==> src/rtl/cpu_pkg.sv <==
// cpu_pkg
// Shared definitions for the fourbee control unit: sequencer states,
// instruction class and branch condition codes, the HALT immediate and
// the bit positions of each field inside a 12-bit instruction word.
package cpu_pkg;

    typedef enum logic [2:0] {
        ST_IDLE,
        ST_FETCH,
        ST_DECODE,
        ST_EXEC,
        ST_WB,
        ST_HALT
    } state_t;

    localparam logic [1:0] CLS_ALU = 2'b00;
    localparam logic [1:0] CLS_LDI = 2'b01;
    localparam logic [1:0] CLS_BR  = 2'b10;
    localparam logic [1:0] CLS_SYS = 2'b11;

    localparam logic [1:0] COND_ALWAYS = 2'b00;
    localparam logic [1:0] COND_Z      = 2'b01;
    localparam logic [1:0] COND_N      = 2'b10;
    localparam logic [1:0] COND_NZ     = 2'b11;

    localparam logic [3:0] IMM_HALT = 4'b0000;

    localparam int CLS_HI = 11;
    localparam int CLS_LO = 10;
    localparam int IMM_HI = 9;
    localparam int IMM_LO = 6;
    localparam int RD_HI  = 5;
    localparam int RD_LO  = 4;
    localparam int RS_HI  = 3;
    localparam int RS_LO  = 2;

    // Branch resolution against the architectural z/n flags.
    function automatic logic condTaken(input logic [1:0] cond,
                                       input logic z,
                                       input logic n);
        case (cond)
            COND_ALWAYS: return 1'b1;
            COND_Z:      return z;
            COND_N:      return n;
            COND_NZ:     return !z;
            default:     return 1'b0;
        endcase
    endfunction

endpackage

==> src/rtl/regfile4x4.sv <==
// regfile4x4
// Four 4-bit general registers with two combinational read ports for
// the ALU operands, a combinational debug read port and one synchronous
// write port. Synchronous active-high reset clears every register; it
// takes priority over a write in the same cycle.
// Ports:
//   clk, rst               clock and synchronous reset
//   i_raddrA / o_rdataA    operand x read port
//   i_raddrB / o_rdataB    operand y read port
//   i_dbgSel / o_dbgData   debug read port
//   i_we, i_waddr, i_wdata write port
module regfile4x4 (
    input  logic       clk,
    input  logic       rst,
    input  logic [1:0] i_raddrA,
    output logic [3:0] o_rdataA,
    input  logic [1:0] i_raddrB,
    output logic [3:0] o_rdataB,
    input  logic [1:0] i_dbgSel,
    output logic [3:0] o_dbgData,
    input  logic       i_we,
    input  logic [1:0] i_waddr,
    input  logic [3:0] i_wdata
);

    logic [3:0] r_regs [4];

    // Register storage: reset wins, so a write that lands in a reset
    // cycle is discarded.
    always_ff @(posedge clk) begin
        if (rst) begin
            for (int i = 0; i < 4; i++) begin
                r_regs[i] <= 4'd0;
            end
        end else if (i_we) begin
            r_regs[i_waddr] <= i_wdata;
        end
    end

    assign o_rdataA  = r_regs[i_raddrA];
    assign o_rdataB  = r_regs[i_raddrB];
    assign o_dbgData = r_regs[i_dbgSel];

endmodule

==> src/rtl/cpu_ctrl.sv <==
// cpu_ctrl
// Multi-cycle control unit of the fourbee CPU. Fetches 12-bit
// instructions from a synchronous ROM, sequences the external registered
// ALU, keeps pc, ir, z/n flags and (via regfile4x4) the four registers.
// Ports:
//   clk, rst        clock, synchronous active-high reset
//   run             execute enable, sampled at instruction boundaries
//   imem_*          program ROM address / enable / data (data one cycle late)
//   alu_op/rx/ry    ALU opcode and operands, non-zero only in EXEC
//   alu_out/z/n     registered ALU result and flags
//   halted, retire  status: HALT reached, instruction-complete pulse
//   pc              program counter
//   dbg_sel/data    combinational register readback
module cpu_ctrl
    import cpu_pkg::*;
#(
    parameter int PC_W = 4
) (
    input  logic            clk,
    input  logic            rst,
    input  logic            run,
    output logic [PC_W-1:0] imem_addr,
    output logic            imem_en,
    input  logic [11:0]     imem_data,
    output logic [3:0]      alu_op,
    output logic [3:0]      alu_rx,
    output logic [3:0]      alu_ry,
    input  logic [3:0]      alu_out,
    input  logic            alu_z,
    input  logic            alu_n,
    output logic            halted,
    output logic            retire,
    output logic [PC_W-1:0] pc,
    input  logic [1:0]      dbg_sel,
    output logic [3:0]      dbg_data
);

    state_t          r_state;
    logic [PC_W-1:0] r_pc;
    logic [11:0]     r_ir;
    logic            r_z;
    logic            r_n;
    logic            r_imemEn;
    logic [3:0]      r_aluOp;
    logic [3:0]      r_aluRx;
    logic [3:0]      r_aluRy;
    logic            r_halted;
    logic            r_retire;

    logic [1:0]      w_irCls;
    logic [3:0]      w_irImm;
    logic [1:0]      w_irRd;
    logic [1:0]      w_dataCls;
    logic [3:0]      w_dataImm;
    logic [3:0]      w_rdataA;
    logic [3:0]      w_rdataB;
    logic            w_we;
    logic [3:0]      w_wdata;
    logic [PC_W-1:0] w_pcNext;
    logic            w_unused;

    assign w_irCls   = r_ir[CLS_HI:CLS_LO];
    assign w_irImm   = r_ir[IMM_HI:IMM_LO];
    assign w_irRd    = r_ir[RD_HI:RD_LO];
    assign w_dataCls = imem_data[CLS_HI:CLS_LO];
    assign w_dataImm = imem_data[IMM_HI:IMM_LO];
    assign w_unused  = ^r_ir[RS_HI:0];

    // Operands are read in DECODE straight from the ROM word so they can
    // be registered onto the ALU inputs for EXEC. Writes come from LDI in
    // EXEC (immediate) or from WB (ALU result).
    assign w_we    = ((r_state == ST_EXEC) && (w_irCls == CLS_LDI)) || (r_state == ST_WB);
    assign w_wdata = (r_state == ST_WB) ? alu_out : w_irImm;

    regfile4x4 u_regfile (
        .clk       (clk),
        .rst       (rst),
        .i_raddrA  (imem_data[RD_HI:RD_LO]),
        .o_rdataA  (w_rdataA),
        .i_raddrB  (imem_data[RS_HI:RS_LO]),
        .o_rdataB  (w_rdataB),
        .i_dbgSel  (dbg_sel),
        .o_dbgData (dbg_data),
        .i_we      (w_we),
        .i_waddr   (w_irRd),
        .i_wdata   (w_wdata)
    );

    // Next pc on completion: a taken branch loads the zero-extended
    // immediate, everything else steps by one and wraps naturally.
    always_comb begin
        w_pcNext = r_pc + PC_W'(1);
        if ((w_irCls == CLS_BR) && condTaken(w_irRd, r_z, r_n)) begin
            w_pcNext = PC_W'(w_irImm);
        end
    end

    // Sequencer. All outputs are registered, so each is set on the edge
    // that enters the state where it must be visible: imem_en on entry to
    // FETCH, ALU operands on entry to EXEC, retire on entry to the
    // completing state (EXEC for single-step classes, WB for ALU).
    always_ff @(posedge clk) begin
        if (rst) begin
            r_state  <= ST_IDLE;
            r_pc     <= '0;
            r_ir     <= 12'd0;
            r_z      <= 1'b0;
            r_n      <= 1'b0;
            r_imemEn <= 1'b0;
            r_aluOp  <= 4'd0;
            r_aluRx  <= 4'd0;
            r_aluRy  <= 4'd0;
            r_halted <= 1'b0;
            r_retire <= 1'b0;
        end else begin
            r_retire <= 1'b0;
            case (r_state)
                ST_IDLE: begin
                    if (run) begin
                        r_state  <= ST_FETCH;
                        r_imemEn <= 1'b1;
                    end
                end
                ST_FETCH: begin
                    r_imemEn <= 1'b0;
                    r_state  <= ST_DECODE;
                end
                ST_DECODE: begin
                    r_ir    <= imem_data;
                    r_state <= ST_EXEC;
                    if (w_dataCls == CLS_ALU) begin
                        r_aluOp <= w_dataImm;
                        r_aluRx <= w_rdataA;
                        r_aluRy <= w_rdataB;
                    end else begin
                        r_retire <= 1'b1;
                    end
                end
                ST_EXEC: begin
                    if (w_irCls == CLS_ALU) begin
                        r_aluOp  <= 4'd0;
                        r_aluRx  <= 4'd0;
                        r_aluRy  <= 4'd0;
                        r_retire <= 1'b1;
                        r_state  <= ST_WB;
                    end else if ((w_irCls == CLS_SYS) && (w_irImm == IMM_HALT)) begin
                        r_halted <= 1'b1;
                        r_state  <= ST_HALT;
                    end else begin
                        r_pc     <= w_pcNext;
                        r_imemEn <= run;
                        r_state  <= run ? ST_FETCH : ST_IDLE;
                    end
                end
                ST_WB: begin
                    r_z      <= alu_z;
                    r_n      <= alu_n;
                    r_pc     <= w_pcNext;
                    r_imemEn <= run;
                    r_state  <= run ? ST_FETCH : ST_IDLE;
                end
                default: begin
                    r_state <= ST_HALT;
                end
            endcase
        end
    end

    assign imem_addr = r_pc;
    assign imem_en   = r_imemEn;
    assign alu_op    = r_aluOp;
    assign alu_rx    = r_aluRx;
    assign alu_ry    = r_aluRy;
    assign halted    = r_halted;
    assign retire    = r_retire;
    assign pc        = r_pc;

endmodule

==> config.mk <==
export PLATFORM = sky130hd
export DESIGN_NAME = cpu_ctrl
export DESIGN_NICKNAME = d
export VERILOG_FILES = /design/src/rtl/cpu_pkg.sv /design/src/rtl/regfile4x4.sv /design/src/rtl/cpu_ctrl.sv
export SDC_FILE = /design/constraint.sdc
export NUM_CORES = 1
export LEC_CHECK = 0
export CORE_ASPECT_RATIO = 0.8
export CORE_UTILIZATION = 35
export CTS_CLUSTER_SIZE = 8
export DETAILED_ROUTE_END_ITERATION = 12
export GPL_ROUTABILITY_DRIVEN = 0
export PLACE_DENSITY = 0.7
export SYNTH_ARGS = -nofsm -noshare
export SYNTH_HDL_FRONTEND = slang
export SYNTH_SLANG_ARGS = --single-unit
==> constraint.sdc <==
create_clock -name clk -period 2 [get_ports clk]
set_input_delay 0.6 -clock clk [delete_from_list [all_inputs] [get_ports clk]]
set_output_delay 0.6 -clock clk [all_outputs]
set_load 0.01 [all_outputs]
==> metrics.cfg <==
[status]
outcome = completed

[finish]
fillers = 585
layout_common_cells = clkdlybuf4s50_1 (41), nor2_1 (40), buf_4 (35)
multi_input_area_um2 = 1130
diodes = 0
final_area_um2 = 3180
areaGrowthSynthToFinish_pct = 36.4
drive_above_1_share = 0.217
final_common_cell = clkdlybuf4s50_1
finish.net_count = 309
fin_cells = 370
seqCellArea_um2 = 1120

[grt]
antenna_found_initial = 0
grt_pass1_vias = 1796
grt_first_pass_wirelength_mm = 8.80
grt-ovfl-total = 0
track_usage = 0.168
grt_max_degree = 20

[logic_synthesis]
ys_warn_count = 0
synth_cell_type_count = 42
synth_top_area_share = 0.275
synth_area_leader_cell = dfxtp_1
synth_area_um2 = 2330
ys_ff_latch = 48
seq_area_frac_synth = 0.480
synthTopCellsByArea = dfxtp_1 (27%), edfxtp_1 (21%), mux4_2 (12%)
avgSynthCellArea_um2 = 11.1
synth_cells = 211
syn_nets = 235

[worst_setup_path]
cp.required_ns = 1.40
cp_num_buf_inv = 2
path_cells = dlygate4sd2_1, mux4_2, buf_6
critPathMaxFanout = 4
worst_path_max_delay_cell = mux4_2
crit_family = buffers and inverters
worstPathArrival_ns = 1.37
max_stage_delay_ns = 0.34
cp-end-kind = output port
crit_type = in2out
start_kind = input pin

[drt]
route.vias.total = 1922
viasPerCell = 5.19
drt_iter0_markers = 130
wl_mm = 5.59
ant_nets = 0
drt_pass1_iterations = 4
wl_per_cell_um = 15.1
detail_route.drc_violations = 0

[place]
portBuffers = 47
hpwl_mm = 4.27
dp.cells = 359
post_dp_cell_area_um2 = 3070

[sta]
setup_tns_ns = 0
max_slew_margin = 0.592
period_share = 0.985
finalClockSkew_ns = 0.00459
rsz0062_at_grt = true
whs_ns = 0.477
finalSetupViolations = 0
fin_crit_ns = 1.97
hold_violations = 0
tightest_slew_ns = 0.612
drv_slew = 0
fmax_mhz = 507

[worst_hold_path]
hold_class = reg2reg

[clock_tree]
hold_buffers = 0
clockBufferDepth = 2
cts_tree = yes
clkTransAtPathRegs_ns = 0.08
cts-root-buf = clkbuf_8
clock_latency_ns = 0.30
cts_buffers = 5
cts_htree_levels = 2
cts_sinks = 48

[floorplanning]
die_area_um2 = 7000
num_rows = 26
die_width_um = 93.3
start_util = 0.364
fp.coreArea_um2 = 6410
chipHeight_um = 75.0
ios = 50

[power]
p_leak_nw = 1.14
power_density_nw_per_um2 = 667
ir_drop_mv = 0.252

[flow_run]
maxCapViolations = 0

==> sequential cells by signal, indices dropped and copies added (netlist names) <==
| register | count |
|---|---|
| r_z | 1 |
| imem_addr | 4 |
| u_regfile.r_regs | 16 |
| retire | 1 |
| r_ir | 8 |
| r_n | 1 |
| alu_rx | 4 |
| alu_op | 4 |
| halted | 1 |
| imem_en | 1 |
| alu_ry | 4 |
| r_state | 3 |
==> report_power, final <==
part	internal, mW	switching (mW)	leakage (nW)
clock network	0.316	0.309	0.0515
logic	0.217	0.195	0.660
registers	1.05	0.0345	0.425
total	1.58	0.538	1.14
==> layout make-up <==
| type | instances | area share |
|---|---|---|
| inverter | 3 | 0.00354 |
| multi-input combinational | 145 | 0.354 |
| sequential | 48 | 0.352 |
| tap | 84 | 0.0330 |
| timing repair buffer | 82 | 0.226 |
| clock buffer | 8 | 0.0314 |
==> per-layer routing <==
layer	track usage	up-vias	share of wire
met1	0.239	931	0.49
met5	0	-	0
met2	0.251	54	0.43
met3	0.0384	9	0.067
met4	0.0684	0	0.015
li1	-	928	-
==> worst register-to-register path, stage by stage (launching register included) <==
cell and delay [ns]:
dfxtp_1 0.34, nor3b_1 0.30, a31o_2 0.23, or4b_1 0.47
nand2b_1 0.21
==> cell usage after synthesis <==
library cell	number
nor3_1	4
a31o_1	1
a21o_1	1
a21oi_1	7
buf_1	1
edfxtp_1	16
nand3_1	2
a2bb2oi_1	1
a211o_1	1
a22oi_1	12
o211a_1	1
buf_4	4
nor2_1	40
mux4_2	12
o21ai_1	3
inv_1	3
a2111oi_4	1
and3b_1	2
nand4bb_1	2
nor3b_2	1
xnor2_1	2
o2bb2ai_1	1
o211ai_1	3
a211oi_1	1
and3_1	1
or2_1	1
o32ai_1	1
o21ai_0	2
nor3b_1	4
a31o_2	1
o22ai_1	2
dfxtp_1	32
clkbuf_1	7
a31oi_1	1
buf_2	3
a311oi_1	1
nand2_1	6
ha_1	1
mux2i_1	14
nor2b_1	4
or4b_1	2
nand2b_1	6
==> logic make-up after synthesis <==
group                    synth area share
AO/OA/AOI/OAI                       0.131
multiplexers                        0.176
AND/OR/NAND/NOR                     0.163
buffers and inverters              0.0370
flip-flops                          0.480
adder cells (fa/ha/maj)           0.00536
XOR/XNOR                          0.00751
==> final timing paths <==
check / start / to / slack (ns) / cells past startpoint
hold reg to reg: imem_en$_SDFFE_PP0P_ / imem_en$_SDFFE_PP0P_ / 0.48 / 2
hold / removal: imem_en$_SDFFE_PP0P_ / imem_en$_SDFFE_PP0P_ / 0.48 / 2
setup / recovery: dbg_sel[1] / dbg_data[2] / 0.03 / 3
setup reg to reg: r_state[2]$_SDFFE_PP0N_ / u_regfile.r_regs[0][0]$_SDFFCE_PN0P_ / 0.14 / 4
==> stage by stage <==
step / power [mW] / utilization / setup slack [ns]
after global routing: 2.22 / 0.497 / -0.00102
after detailed placement: 1.52 / 0.480 / -0.871
final: 2.12 / 0.497 / 0.0293
after global placement: 1.51 / 0.480 / -0.817
after CTS: 2.13 / 0.494 / 0.0206
after floorplan: 1.33 / - / 0.0113
==> what timing repair did <==
| action | CTS | global route |
|---|---|---|
| setup endpoints to repair | 4 | 2 |
| setup buffers | 2 | 1 |
| gates cloned | 0 | 0 |
| gates resized for setup | 22 | 2 |
No activity file was read; power rests on OpenSTA's default activity.
